## config.mk

```make
export PLATFORM = sky130hd
export DESIGN_NAME = asel_fwd_buf
export DESIGN_NICKNAME = d
export VERILOG_FILES = /design/src/rtl/asel_pkg.sv /design/src/rtl/asel_skid_buf.sv /design/src/rtl/asel_fwd_buf.sv
export SDC_FILE = /design/constraint.sdc
export NUM_CORES = 1
export LEC_CHECK = 0
export ABC_AREA = 1
export CAP_MARGIN = 20
export CORE_MARGIN = 2
export CORE_UTILIZATION = 36
export CTS_CLUSTER_DIAMETER = 150
export DETAILED_ROUTE_END_ITERATION = 12
export PLACE_DENSITY = 0.91
export SLEW_MARGIN = 15
export SYNTH_ARGS = -nofsm -noshare
export SYNTH_HDL_FRONTEND = slang
export SYNTH_SLANG_ARGS = --single-unit
```

## constraint.sdc

```tcl
create_clock -name clk -period 1.4 [get_ports clk]
set_input_delay 0.14 -clock clk [delete_from_list [all_inputs] [get_ports clk]]
set_output_delay 0.14 -clock clk [all_outputs]
set_load 0.05 [all_outputs]
```

## src/rtl/asel_pkg.sv

```systemverilog
// Shared types for the operand-A select stage: forwarding tags, source indices
// and the occupancy states of the two-entry operand buffer.
package asel_pkg;

    typedef enum logic [1:0] {
        FWD_NONE = 2'b00,
        FWD_EX   = 2'b01,
        FWD_MEM  = 2'b10
    } fwd_t;

    localparam int SRC_RS1  = 0;
    localparam int SRC_PC   = 1;
    localparam int SRC_ZERO = 2;

    typedef enum logic [1:0] {
        BUF_EMPTY = 2'd0,
        BUF_ONE   = 2'd1,
        BUF_TWO   = 2'd2
    } buf_state_t;

    // Select width for n sources, never narrower than one bit.
    function automatic int sel_width(input int n);
        return (n > 2) ? $clog2(n) : 1;
    endfunction

endpackage

```

## src/rtl/asel_skid_buf.sv

```systemverilog
// Two-entry elastic buffer. The caller qualifies push/pop with its own
// handshake, so push never arrives while the buffer holds two entries.
module asel_skid_buf
    import asel_pkg::*;
#(
    parameter int W = 34
) (
    input  logic         clk,
    input  logic         rst,
    input  logic         push,
    input  logic         pop,
    input  logic [W-1:0] din,
    output logic [W-1:0] dout,
    output buf_state_t   state
);

    buf_state_t   state_next;
    logic [W-1:0] head;
    logic [W-1:0] tail;
    logic         load_head;
    logic         head_from_tail;
    logic         load_tail;

    always_ff @(posedge clk) begin
        if (rst) begin
            state <= BUF_EMPTY;
        end else begin
            state <= state_next;
        end
    end

    always_comb begin
        state_next = state;
        case (state)
            BUF_EMPTY: if (push) state_next = BUF_ONE;
            BUF_ONE: begin
                if (push && !pop) state_next = BUF_TWO;
                else if (pop && !push) state_next = BUF_EMPTY;
            end
            BUF_TWO:   if (pop) state_next = BUF_ONE;
            default:   state_next = BUF_EMPTY;
        endcase
    end

    // Push+pop in ONE writes straight into the head so it is visible next cycle.
    always_comb begin
        load_head      = 1'b0;
        head_from_tail = 1'b0;
        load_tail      = 1'b0;
        case (state)
            BUF_EMPTY: load_head = push;
            BUF_ONE: begin
                load_head = push && pop;
                load_tail = push && !pop;
            end
            BUF_TWO: begin
                load_head      = pop;
                head_from_tail = pop;
            end
            default: ;
        endcase
    end

    always_ff @(posedge clk) begin
        if (rst) begin
            head <= '0;
            tail <= '0;
        end else begin
            if (load_head) head <= head_from_tail ? tail : din;
            if (load_tail) tail <= din;
        end
    end

    assign dout = head;

endmodule

```

## src/rtl/asel_fwd_buf.sv

```systemverilog
// Operand-A select with EX/MEM forwarding onto the rs1 source, registered in
// a two-entry elastic buffer. Forwarding is built only when ASEL_FWD_EN is defined.
module asel_fwd_buf
    import asel_pkg::*;
#(
    parameter int XLEN = 32,
    parameter int NSRC = 4,
    parameter int SELW = sel_width(NSRC)
) (
    input  logic                 clk,
    input  logic                 rst,
    input  logic                 in_valid,
    output logic                 in_ready,
    input  logic [SELW-1:0]      in_sel,
    input  logic [NSRC*XLEN-1:0] in_src,
    input  logic [4:0]           in_rs1,
    input  logic                 ex_wr_en,
    input  logic [4:0]           ex_rd,
    input  logic [XLEN-1:0]      ex_data,
    input  logic                 mem_wr_en,
    input  logic [4:0]           mem_rd,
    input  logic [XLEN-1:0]      mem_data,
    output logic                 out_valid,
    input  logic                 out_ready,
    output logic [XLEN-1:0]      out_data,
    output logic [1:0]           out_fwd,
    output logic                 sel_err
);

    logic [XLEN-1:0] sel_data;
    logic            sel_bad;
    logic [XLEN-1:0] pay_data;
    fwd_t            pay_fwd;
    logic [XLEN+1:0] head;
    buf_state_t      buf_state;
    logic            push;
    logic            pop;

    // An out-of-range select matches no source and yields zero.
    always_comb begin
        sel_data = '0;
        sel_bad  = 1'b1;
        for (int k = 0; k < NSRC; k++) begin
            if (in_sel == SELW'(k)) begin
                sel_data = in_src[k*XLEN +: XLEN];
                sel_bad  = 1'b0;
            end
        end
    end

`ifdef ASEL_FWD_EN
    always_comb begin
        pay_data = sel_data;
        pay_fwd  = FWD_NONE;
        if (in_sel == SELW'(SRC_RS1) && in_rs1 != 5'd0) begin
            if (ex_wr_en && ex_rd == in_rs1) begin
                pay_data = ex_data;
                pay_fwd  = FWD_EX;
            end else if (mem_wr_en && mem_rd == in_rs1) begin
                pay_data = mem_data;
                pay_fwd  = FWD_MEM;
            end
        end
    end
`else
    logic unused_fwd;
    assign unused_fwd = ^{ex_wr_en, ex_rd, ex_data, mem_wr_en, mem_rd, mem_data, in_rs1};

    always_comb begin
        pay_data = sel_data;
        pay_fwd  = FWD_NONE;
    end
`endif

    // Ready comes from registered occupancy only, never from out_ready.
    assign in_ready  = (buf_state != BUF_TWO);
    assign out_valid = (buf_state != BUF_EMPTY);
    assign push      = in_valid && in_ready;
    assign pop       = out_valid && out_ready;

    asel_skid_buf #(
        .W (XLEN + 2)
    ) u_buf (
        .clk   (clk),
        .rst   (rst),
        .push  (push),
        .pop   (pop),
        .din   ({pay_fwd, pay_data}),
        .dout  (head),
        .state (buf_state)
    );

    assign out_data = head[XLEN-1:0];
    assign out_fwd  = head[XLEN+1:XLEN];

    always_ff @(posedge clk) begin
        if (rst) begin
            sel_err <= 1'b0;
        end else if (push && sel_bad) begin
            sel_err <= 1'b1;
        end
    end

endmodule
```

== Yosys cells after proc, flatten, opt, wreduce, memory -nomap -nowiden ==
Cells that the tools add are included.
Cells by class
  divide/modulo/power cells: 0
  add/sub/neg operators: 0
  reductions and logical operators: 12
  multiply operators: 0
  bitwise gates (word level): 0
  equality and inequality tests: 9
  multiplexer cells: 17
  order comparisons: 0
  shifts and indexed selects: 0
Operator list (count)
  32-bit 2-to-1 mux: 5
  2-bit 2-to-1 mux: 4
  2-bit equality test (second input constant): 3
  1-bit logical AND: 6
  1-bit 2-to-1 mux: 6
  2-bit case mux with 3 select lines: 1
  2-bit by 1-bit equality test with 1-bit output (second input constant): 2
  2-bit logical NOT: 2
  2-bit inequality test (second input constant): 2
  3-bit by 1-bit inequality test with 1-bit output (second input constant): 1
  1-bit case mux with 3 select lines: 1
  3-bit AND reduction: 1
  1-bit logical NOT: 2
  2-bit by 1-bit inequality test with 1-bit output (second input constant): 1
  2-bit nonzero test: 1
Storage, ports and cells
  bits in writable memories: 0
  memory bits (read-only): 0
  flip-flop bits (word level): 69
  word-level logic and storage cells: 42
  bits in latches: 0
  memories kept: 0
  output and inout port bits: 37

== Logic depth before layout (Yosys ltp) ==
  word-level depth: 7
  depth in mapped cells: 8

== Hierarchy ==
Synthesis repeated with hierarchy kept, for this count alone.
Second synthesis, totals
  cells, all modules: 703
  area total of the unflattened synthesis: 4451.8 um2
Modules (own cells, without submodules)
  asel_skid_buf: cells each 508, area each 3423.3 um2, times used 1
  asel_fwd_buf: cells each 195, area each 1028.5 um2, times used 1

== Worst setup path before layout ==
Ideal clock, no wire load.
  kind: reg2reg
  start: reg u_buf.state[1]
  end: reg u_buf.tail[10]
  arrival: 1.041 ns
  period minus slack after synthesis: 1.169 ns
  data required time: 1.272 ns
  library setup time: 0.128 ns
  path buffers: 1
  setup slack: 0.231 ns
  stages on the path, launching flop included: 6
  path through: dfxtp_1 > inv_2 > nand2_1 > nor2_2 > clkbuf_1 > a21oi_1
On the way
  word-level cells in the longest chain between the ends: 5
Ends and longest elaborated chain
  from (decl): RTL line asel_skid_buf.sv:14  | output buf_state_t state
  from (signal assigned): RTL line asel_skid_buf.sv:28  | state <= state_next;
  2-bit nonzero test: RTL line asel_fwd_buf.sv:77  | assign out_valid = (buf_state != BUF_EMPTY);
  1-bit logical AND: RTL line asel_fwd_buf.sv:79  | assign pop = out_valid && out_ready;
  1-bit logical NOT: RTL line asel_skid_buf.sv:54  | load_tail = push && !pop;
  1-bit logical AND: RTL line asel_skid_buf.sv:54
  1-bit 2-to-1 mux *: RTL line asel_skid_buf.sv:50  | case (state)
  to (signal assigned): RTL line asel_skid_buf.sv:70  | if (load_tail) tail <= din;
  to (decl): RTL line asel_skid_buf.sv:19  | logic [W-1:0] tail;
Every way passes the cells marked *; elsewhere a longest branch is shown, timed or not.
A chain may end at the register's enable or synchronous reset.

== Worst setup path in the final report ==
  start: reg u_buf.state[0]
  end: reg u_buf.tail[17]
Same word-level chain as after synthesis.

==> results.txt <==
Critical path required time: 1660 ps
Area growth from synthesis to final layout: 58.4%
Initial drt markers: 267
Latest clock arrival within the worst-skew pair: 340 ps
Largest net degree at the start of global routing: 34
Pwr/cell area: 858 nW/µm²
Hold path depth: 3
Htree depth: 3
Routability congestion estimate: 0.836
CTS tree: built
Reg2Reg Setup Slack: 140 ps
Vias/cell: 5.04
# Post-CTS Setup Buffers: 0
Vias: 4499
# diodes: 0
Die H: 106 µm
Fin crit share: 90.2%
First-pass GRT wire length: 21000 µm
FP Rows: 37
Nets: 966
Buffers on Ports: 168
Maxcap violations: 0
Total Wirelength: 13100 µm
HPWL after DPL: 9860 µm
Synth area leaders: dfxtp_1, nand3_1, nand2_1, a21oi_1, o21ai_0
CTS root buf: clkbuf_8
Hold-fix buffers, CTS: 0
Area fraction of the dominant cell type after synthesis: 35.8%
Reg2reg end: u_buf.tail[17]
Total track usage: 23.4%
Worst setup SP type: register
Post-synthesis average cell area: 6.39 µm²
Clock-pin slew on the worst setup and hold paths: 80 ps
Critical path type: register to register
Peak Freq: 791 MHz
Worst setup endpoint: u_buf.tail[17]
Initial antenna violation count: 0
Worst VDD drop: 0.000411 V
Register area share after synthesis: 35.8%
Synthesis Warnings: 0
Final design utilization: 58.1%
Total CTS buffers: 9
Post-synthesis cell type count: 18
Final ANT Viol Nets: 0
Initial DRT Pass Iterations: 4
Max clock buf depth: 2
CP max FO: 32
Syn Inst Count: 587
Worst R2R Start: u_buf.state[0]
Asr flop ratio synth: 0%
Clk_skew: 11.9 ps
Ys flop type: dfxtp_1
Core outline area: 10200 µm²
Die area: 11200 µm²
Pleak: 2.50 nW
Die width: 106 µm
Unrepaired setup endpoints after global routing: no
Routed WL per cell: 14.7 µm
Top Ports: 252
Netlist Area Pre-Place: 3750 µm²
Worst EP arrival: 1520 ps
Reg2reg path depth: 6
Number of flops mapped to enable cells by yosys: 0
Share of cells above drive strength 1: 12.0%
Outcome: complete, no violations
Final Hold Violating Endpoints: 0
Critical Path Start: u_buf.state[0]
Initial Util: 36.7%
DR DRC count: 0
Top cell type by total area after synthesis: dfxtp_1
Clock Sinks: 67
Post-layout min period: 1260 ps
HP Class: primary input to register
Hold Worst Slack: 236 ps
# setup viols final: 0
Nature of the critical path endpoint: register
Synth cell count leaders: nand2_1, nand3_1, dfxtp_1
Top-count cell post-synth: nand2_1
Yosys reg bits: 67
Slew Viols, Final: 0
Number of global-route vias before repair: 4356
Total gr overflow: 0
Resized Gates After CTS: 0
==> power breakdown <==
part	total [mW]	internal (mW)	switching, mW
logic	1.53	0.727	0.798
registers	2.08	2.01	0.0694
clock network	1.49	0.735	0.754
==> sequential cells by signal, summed over array words and instances, names as in the netlist <==
register and flops:
sel_err 1, u_buf.dout 32, u_buf.state 2, u_buf.tail 32
==> metal layers <==
metal	track usage [%]	up-vias	share of wire (%)
li1	-	2273	-
met1	28.9	2022	41
met2	40.6	185	49
met3	5.58	19	8.0
met4	6.95	0	1.4
met5	0	-	0
==> worst max-delay path: stages (launching register included) <==
cell     delay [ps]
dfxtp_1         370
nand2_1          80
buf_4           140
nor2_4          140
buf_12          190
o21ai_0          90
a21oi_1         150
==> cells by family after synthesis <==
group / after synthesis / share of synthesized area (%)
AOI/OAI and AO/OA: 130 / 17.4
buffers and inverters: 88 / 9.94
DFF: 67 / 35.8
other: 1 / 0.100
and+or+nand+nor: 301 / 36.8
==> placed cells by master (no fill, tap or decap), drive strengths merged <==
master,n
clkinvlp,2
clkdlybuf4s50,130
nand3,130
buf,68
nor2,4
conb,2
clkbuf,12
or2,32
clkinv,2
a31oi,1
nand2,134
dfxtp,67
inv,42
a21oi,65
o21ai,64
nand4,1
==> worst min path at each step <==
| stage | from | end | slack, ps |
|---|---|---|---|
| after CTS | rst | u_buf.dout[4] | 210 |
| after global placement | sel_err | sel_err | 410 |
| after global routing | rst | u_buf.dout[7] | 230 |
| final | rst | u_buf.dout[4] | 240 |
| after floorplan | in_valid | u_buf.state[1] | 320 |
| after detailed placement | sel_err | sel_err | 420 |
==> stage by stage <==
stage | area, µm² | setup TNS, ps | setup WS [ps] | cells | power (mW)
6_report | 5940 | 0 | 137 | 892 | 5.10
5_1_grt | 5940 | 0 | 16.2 | 892 | 5.34
4_1_cts | 5940 | 0 | 148 | 892 | 5.13
3_5_place_dp | 5760 | -6390 | -141 | 876 | 3.65
3_3_place_gp | 5760 | -4130 | -84.5 | 876 | 3.62
2_1_floorplan | 3750 | 0 | 231 | 588 | 2.87
==> cell type report <==
class                   count  area, µm²
fillers                   944       4290
multi-input cells         433       2050
repair buffers            198       2040
flip-flops and latches     67       1340
well taps                 136        170
inverters                  42        158
clock buffers              12        155
clock inverters             4       25.0
Note: power is estimated with default switching activity, not from simulation.
